$ cat config.mk
export PLATFORM = sky130hd
export DESIGN_NAME = muldiv_ctrl
export DESIGN_NICKNAME = d
export VERILOG_FILES = /design/src/rtl/muldiv_ctrl_pkg.sv /design/src/rtl/muldiv_ctrl_div_iter.sv /design/src/rtl/muldiv_ctrl.sv
export SDC_FILE = /design/constraint.sdc
export NUM_CORES = 2
export LEC_CHECK = 0
export ABC_AREA = 1
export BUFFER_PORTS_ARGS = -buffer_cell sky130_fd_sc_hd__buf_4
export CAP_MARGIN = 0
export CORE_MARGIN = 4
export CORE_UTILIZATION = 48
export CTS_CLUSTER_SIZE = 20
export DETAILED_ROUTE_END_ITERATION = 8
export PLACE_DENSITY = 0.72
export SYNTH_ARGS = -nofsm -noshare
export SYNTH_HDL_FRONTEND = slang
export SYNTH_SLANG_ARGS = --single-unit
$ cat constraint.sdc
create_clock -name clk -period 9.6 [get_ports clk]
set_input_delay 0.96 -clock clk [delete_from_list [all_inputs] [get_ports clk]]
set_output_delay 0.96 -clock clk [all_outputs]
set_load 0.005 [all_outputs]
$ cat src/rtl/muldiv_ctrl_pkg.sv
// Shared opcodes, FSM states and small arithmetic helpers for the multiply/divide sequencer.
package muldiv_ctrl_pkg;

  typedef enum logic [2:0] {
    MdOpMult  = 3'd0,
    MdOpMultu = 3'd1,
    MdOpDiv   = 3'd2,
    MdOpDivu  = 3'd3,
    MdOpMthi  = 3'd4,
    MdOpMtlo  = 3'd5
  } md_op_e;

  typedef enum logic [1:0] {
    StIdle = 2'd0,
    StMul  = 2'd1,
    StDiv  = 2'd2
  } md_state_e;

  localparam int unsigned MdDivIters = 32;
  localparam int unsigned CntW       = 6;

  // Magnitude of a 32-bit operand; 0x80000000 maps to itself, which is correct as unsigned.
  function automatic logic [31:0] mag32(input logic [31:0] v, input logic is_signed);
    return (is_signed && v[31]) ? (32'd0 - v) : v;
  endfunction

  function automatic logic [31:0] neg_if(input logic [31:0] v, input logic neg);
    return neg ? (32'd0 - v) : v;
  endfunction

endpackage

$ cat src/rtl/muldiv_ctrl_div_iter.sv
// Restoring divider datapath: one quotient bit per enabled cycle on unsigned magnitudes.
module muldiv_ctrl_div_iter (
  input  logic        clk_i,
  input  logic        reset_i,
  input  logic        load_i,
  input  logic        en_i,
  input  logic [31:0] dividend_i,
  input  logic [31:0] divisor_i,
  output logic [31:0] quot_o,
  output logic [31:0] rem_o
);

  // acc[63:32] is the partial remainder, acc[31:0] the dividend shifting into the quotient.
  logic [63:0] acc_q, acc_d;
  logic [31:0] dvsr_q, dvsr_d;
  logic [32:0] trial;

  always_comb begin
    acc_d  = acc_q;
    dvsr_d = dvsr_q;
    trial  = acc_q[63:31] - {1'b0, dvsr_q};
    if (load_i) begin
      acc_d  = {32'd0, dividend_i};
      dvsr_d = divisor_i;
    end else if (en_i) begin
      if (!trial[32]) begin
        acc_d = {trial[31:0], acc_q[30:0], 1'b1};
      end else begin
        acc_d = {acc_q[62:0], 1'b0};
      end
    end
  end

  always_ff @(posedge clk_i) begin
    if (reset_i) begin
      acc_q  <= '0;
      dvsr_q <= '0;
    end else begin
      acc_q  <= acc_d;
      dvsr_q <= dvsr_d;
    end
  end

  assign quot_o = acc_q[31:0];
  assign rem_o  = acc_q[63:32];

endmodule

$ cat src/rtl/muldiv_ctrl.sv
// HI/LO owner and multiply/divide sequencer: accepts requests, runs the operation, commits HI/LO.
module muldiv_ctrl
  import muldiv_ctrl_pkg::*;
#(
  parameter int unsigned MUL_STAGES = 2
) (
  input  logic        clk,
  input  logic        reset,
  input  logic        req_valid,
  output logic        req_ready,
  input  logic [2:0]  req_op,
  input  logic [31:0] req_a,
  input  logic [31:0] req_b,
  input  logic        cancel,
  output logic        busy,
  output logic [31:0] hi_o,
  output logic [31:0] lo_o,
  output logic        done
);

  localparam logic [CntW-1:0] MulLast = CntW'(MUL_STAGES);
  localparam logic [CntW-1:0] DivLast = CntW'(MdDivIters + 1);

  md_state_e       state_q, state_d;
  logic [CntW-1:0] cnt_q, cnt_d;
  logic [31:0]     a_q, a_d;
  logic [31:0]     b_q, b_d;
  logic            sgn_q, sgn_d;
  logic [31:0]     hi_q, hi_d;
  logic [31:0]     lo_q, lo_d;
  logic            done_q, done_d;

  md_op_e      op;
  logic        accept;
  logic        div_load;
  logic        div_en;
  logic [31:0] div_quot;
  logic [31:0] div_rem;
  logic [63:0] a_ext;
  logic [63:0] b_ext;
  logic [63:0] prod;
  logic        quot_neg;
  logic        rem_neg;

  assign op     = md_op_e'(req_op);
  assign accept = req_valid && (state_q == StIdle) && !cancel;

  // Low 64 bits of the product of sign/zero-extended operands give the exact 64-bit result;
  // the MUL state's extra cycles leave room to retime this multiplier.
  assign a_ext = {{32{sgn_q & a_q[31]}}, a_q};
  assign b_ext = {{32{sgn_q & b_q[31]}}, b_q};
  assign prod  = a_ext * b_ext;

  assign quot_neg = sgn_q & (a_q[31] ^ b_q[31]);
  assign rem_neg  = sgn_q & a_q[31];

  muldiv_ctrl_div_iter u_div_iter (
    .clk_i      (clk),
    .reset_i    (reset),
    .load_i     (div_load),
    .en_i       (div_en),
    .dividend_i (mag32(req_a, op == MdOpDiv)),
    .divisor_i  (mag32(req_b, op == MdOpDiv)),
    .quot_o     (div_quot),
    .rem_o      (div_rem)
  );

  always_comb begin
    state_d  = state_q;
    cnt_d    = cnt_q;
    a_d      = a_q;
    b_d      = b_q;
    sgn_d    = sgn_q;
    hi_d     = hi_q;
    lo_d     = lo_q;
    done_d   = 1'b0;
    div_load = 1'b0;
    div_en   = 1'b0;

    unique case (state_q)
      StIdle: begin
        cnt_d = '0;
        if (accept) begin
          case (op)
            MdOpMult, MdOpMultu: begin
              state_d = StMul;
              cnt_d   = CntW'(1);
              a_d     = req_a;
              b_d     = req_b;
              sgn_d   = (op == MdOpMult);
            end
            MdOpDiv, MdOpDivu: begin
              state_d  = StDiv;
              cnt_d    = CntW'(1);
              a_d      = req_a;
              b_d      = req_b;
              sgn_d    = (op == MdOpDiv);
              div_load = 1'b1;
            end
            MdOpMthi: hi_d = req_a;
            MdOpMtlo: lo_d = req_a;
            default: ;
          endcase
        end
      end

      StMul: begin
        if (cancel) begin
          state_d = StIdle;
          cnt_d   = '0;
        end else if (cnt_q == MulLast) begin
          state_d = StIdle;
          cnt_d   = '0;
          hi_d    = prod[63:32];
          lo_d    = prod[31:0];
          done_d  = 1'b1;
        end else begin
          cnt_d = cnt_q + CntW'(1);
        end
      end

      StDiv: begin
        if (cancel) begin
          state_d = StIdle;
          cnt_d   = '0;
        end else if (cnt_q == DivLast) begin
          state_d = StIdle;
          cnt_d   = '0;
          hi_d    = neg_if(div_rem, rem_neg);
          lo_d    = neg_if(div_quot, quot_neg);
          done_d  = 1'b1;
        end else begin
          div_en = 1'b1;
          cnt_d  = cnt_q + CntW'(1);
        end
      end

      default: begin
        state_d = StIdle;
        cnt_d   = '0;
      end
    endcase
  end

  always_ff @(posedge clk) begin
    if (reset) begin
      state_q <= StIdle;
      cnt_q   <= '0;
      a_q     <= '0;
      b_q     <= '0;
      sgn_q   <= 1'b0;
      hi_q    <= '0;
      lo_q    <= '0;
      done_q  <= 1'b0;
    end else begin
      state_q <= state_d;
      cnt_q   <= cnt_d;
      a_q     <= a_d;
      b_q     <= b_d;
      sgn_q   <= sgn_d;
      hi_q    <= hi_d;
      lo_q    <= lo_d;
      done_q  <= done_d;
    end
  end

  assign req_ready = (state_q == StIdle);
  assign busy      = (state_q != StIdle);
  assign hi_o      = hi_q;
  assign lo_o      = lo_q;
  assign done      = done_q;

endmodule

==> flow_metrics.env <==
export IMPL_tightest_slew_ps=1170
export IMPL_drive_gt1_share_pct=4.94
export IMPL_path_depth=24
export IMPL_tns_ps=0
export IMPL_final_fill_count=11000
export IMPL_cts_root_buf="clkbuf_16"
export IMPL_clk_pin_slew_ps=70
export IMPL_num_io_pins=138
export IMPL_ctsHoldBuffers=0
export IMPL_synth_nets=8893
export IMPL_path_cells="buf_4 -> nand2_1 -> fa_1 -> inv_1 -> fa_1 -> inv_1 -> fa_1 -> fa_1 -> inv_1 -> fa_1 -> fa_1 -> fa_1 -> inv_1 -> fa_1 -> inv_1 -> ha_1 -> nand2_1 -> o21ai_0 -> a21oi_1 -> nand3_1 -> o21ai_0 -> o21ai_1 -> nand2_1 -> a21oi_1"
export IMPL_grt_max_degree=88
export IMPL_r2r_cells=24
export IMPL_synth_xor_area_share_pct=1.13
export IMPL_reg2reg_from="a_q[9]"
export IMPL_hpwl_mm=148
export IMPL_hold_path_depth=2
export IMPL_core_area_sq_mm=0.113
export IMPL_period_share_pct=93.0
export IMPL_htree_num_levels=1
export IMPL_finalCriticalPeriod_ps=8930
export IMPL_synth_edff_count=0
export IMPL_finClkSkew_ps=19.5
export IMPL_dp_cells=8810
export IMPL_relSlewSlack_pct=22.2
export IMPL_drt_iter0_drc=4130
export IMPL_peakVddDrop_v=0.000451
export IMPL_detail_route_antenna_nets=0
export IMPL_maxCapViolCount=0
export IMPL_synth_compound_area_share_pct=8.43
export IMPL_grt_pass1_vias=49500
export IMPL_cts_made_buffers=29
export IMPL_diodes=0
export IMPL_crit_required_ps=10060
export IMPL_path_buf_inv=6
export IMPL_synth_top_flop_cell="dfxtp_1"
export IMPL_muxShareOfSynthArea_pct=0
export IMPL_maxSlewViolCount=0
export IMPL_worstSetupEndpointType="register"
export IMPL_dieArea_sq_mm=0.120
export IMPL_cts_resized=0
export IMPL_die_w_um=346
export IMPL_gr_total_overflow=0
export IMPL_grt_usage_pct=29.5
export IMPL_cpMostUsedCell="fa_1"
export IMPL_via_count=47900
export IMPL_rows=123
export IMPL_syn_cell_area_sq_mm=0.0548
export IMPL_critical_path_arrival_ps=9390
export IMPL_clk_latency_ps=590
export IMPL_critPathSlowestCell="dfxtp_1"
export IMPL_max_stage_delay_ps=880
export IMPL_finalHoldViolCount=0
export IMPL_worstHoldPathType="register to register"
export IMPL_initial_utilization_pct=48.5
export IMPL_cts_tree="built"
export IMPL_grt_pass1_wl_mm=280
export IMPL_ys_warn_count=0
export IMPL_syn_area_per_cell_sq_um=7.37
export IMPL_reg2reg_to="lo_o[31]"
export IMPL_postCtsSetupBuffers=0
export IMPL_drc=0
export IMPL_max_freq_mhz=112
export IMPL_postPlaceCellArea_sq_mm=0.0571
export IMPL_p_leak_nw=31.0
export IMPL_chipHeight_um=346
export IMPL_routed_wl_mm=176
export IMPL_io_buffers=137
export IMPL_syn2layout_area_growth_pct=5.92
export IMPL_synth_seq_cells=234
export IMPL_synth_simple_area_share_pct=19.4
export IMPL_status="complete, no violations"
export IMPL_p_per_area_mw_per_mm2=174
export IMPL_synth_fa_ha_area_share_pct=47.0
export IMPL_via_per_inst=5.41
export IMPL_worstHoldStart="lo_o[4]"
export IMPL_power_mw=10.1
export IMPL_cts_buffer_depth=3
export IMPL_place_congestion=1.04
export IMPL_final_nets=8795
export IMPL_seq_area_frac_synth_pct=8.54
export IMPL_rrSetupSlack_ps=670
export IMPL_dr_pass1_iters=6
export IMPL_synth_top_family_by_area="adder cells"
export IMPL_synthCells=7439
export IMPL_cts_sinks=234
export IMPL_ys_types=51
export IMPL_crit_type="register to register"
export IMPL_final_cells=8861
export IMPL_cp_max_fo=20
export IMPL_finalInstanceArea_sq_mm=0.0581
export IMPL_crit_family="adder cells"
export IMPL_grt_antenna_before_repair=0
export IMPL_avgRoutedWirePerCell_um=19.9
export IMPL_utilization_pct=51.4
export IMPL_crit_path_start_kind="register"
export IMPL_synthArstFlopShare_pct=0
export IMPL_setup_viol=0
export IMPL_min_to="lo_o[4]"
export IMPL_rsz0062_at_grt="no"
[worst max path at each step]
stage	startpoint	to	slack [ps]
floorplan	a_q[31]	hi_o[30]	1630
global placement	a_q[8]	lo_o[31]	910
detailed placement	a_q[8]	lo_o[31]	960
CTS	a_q[21]	lo_o[31]	910
global route	a_q[21]	lo_o[31]	540
finish	a_q[9]	lo_o[31]	670
[cell usage after synthesis, types with 16 or more instances]
cell type | number | area, sq um
a21oi_1 | 368 | 1840
o22ai_1 | 28 | 175
nand4_1 | 32 | 200
clkbuf_1 | 339 | 1270
o21ai_0 | 337 | 1690
xnor2_1 | 24 | 210
dfxtp_1 | 234 | 4680
nor3_1 | 48 | 240
fa_1 | 1126 | 22500
a31oi_1 | 18 | 113
o21bai_1 | 25 | 188
inv_1 | 1861 | 6990
xor2_1 | 47 | 412
nor2_1 | 469 | 1760
buf_1 | 16 | 60.1
nand2_2 | 17 | 106
nand3_1 | 215 | 1080
ha_1 | 257 | 3220
nand2_1 | 1814 | 6810
[registers in the layout, indices dropped and copies added (netlist names)]
register           count
state_q                2
lo_o                  32
u_div_iter.dvsr_q     32
sgn_q                  1
hi_o                  32
a_q                   32
u_div_iter.acc_q      64
b_q                   32
done                   1
cnt_q                  6
[cell usage in the layout (no fill, tap or decap), types with 17 or more instances in the layout]
| master | netlist | layout |
|---|---|---|
| nand2_1 | 1814 | 1814 |
| xor2_1 | 47 | 47 |
| nand2_2 | 17 | 17 |
| ha_1 | 257 | 256 |
| o21ai_0 | 337 | 337 |
| nor3_1 | 48 | 48 |
| buf_4 | 2 | 246 |
| a21oi_1 | 368 | 368 |
| xnor2_1 | 24 | 24 |
| inv_1 | 1861 | 1860 |
| fa_1 | 1126 | 1126 |
| nand4_1 | 32 | 32 |
| nor2_1 | 469 | 466 |
| nand3_1 | 215 | 215 |
| clkbuf_16 | 0 | 29 |
| a31oi_1 | 18 | 18 |
| dfxtp_1 | 234 | 233 |
| o22ai_1 | 28 | 28 |
| o21bai_1 | 25 | 25 |
[power breakdown]
| part | total (mW) | internal [mW] | leakage [nW] | switching (mW) |
|---|---|---|---|---|
| Clock | 1.17 | 0.680 | 0.471 | 0.493 |
| Sequential | 1.52 | 1.19 | 1.90 | 0.332 |
| Combinational | 7.39 | 2.29 | 28.6 | 5.10 |
| Total | 10.1 | 4.16 | 31.0 | 5.93 |
[cells by family after synthesis]
group	count (synthesis)
flip-flops	234
XOR/XNOR	71
adder cells (fa/ha/maj)	1383
buffers and inverters	2246
AND/OR/NAND/NOR	2651
AO/OA/AOI/OAI	854
[worst reg2reg max path: cells and delay by family, from the launching register on]
family	cells	cell delay, ps
buffers and inverters	6	740
adders and majority gates	9	4480
DFF	1	880
and+or+nand+nor	4	950
AOI/OAI and AO/OA	5	1750
[through the flow]
step | hold WS [ps] | setup slack [ps]
6_report | 468 | 673
5_1_grt | 496 | 535
4_1_cts | 464 | 909
3_5_place_dp | 449 | 964
3_3_place_gp | 433 | 913
2_1_floorplan | 418 | 1630
[metal layers]
layer  track usage (%)  wire length [um]  vias to the layer above
met3              3.35             13100                      390
met5                 0                 0                        -
met1              39.8             71000                    23800
met2              49.1             83800                     2089
met4              11.3              8400                        0
li1                  -                 -                    21600
[final cells by class]
type	count	area [sq um]	area share [%]
tap	1500	1880	3.23
sequential	234	4690	8.07
clock inverter	10	141	0.243
multi-input combinational	4959	41600	71.7
timing repair buffer	247	1870	3.21
inverter	1870	7020	12.1
clock buffer	41	831	1.43
No activity file was read; power rests on OpenSTA's default activity.
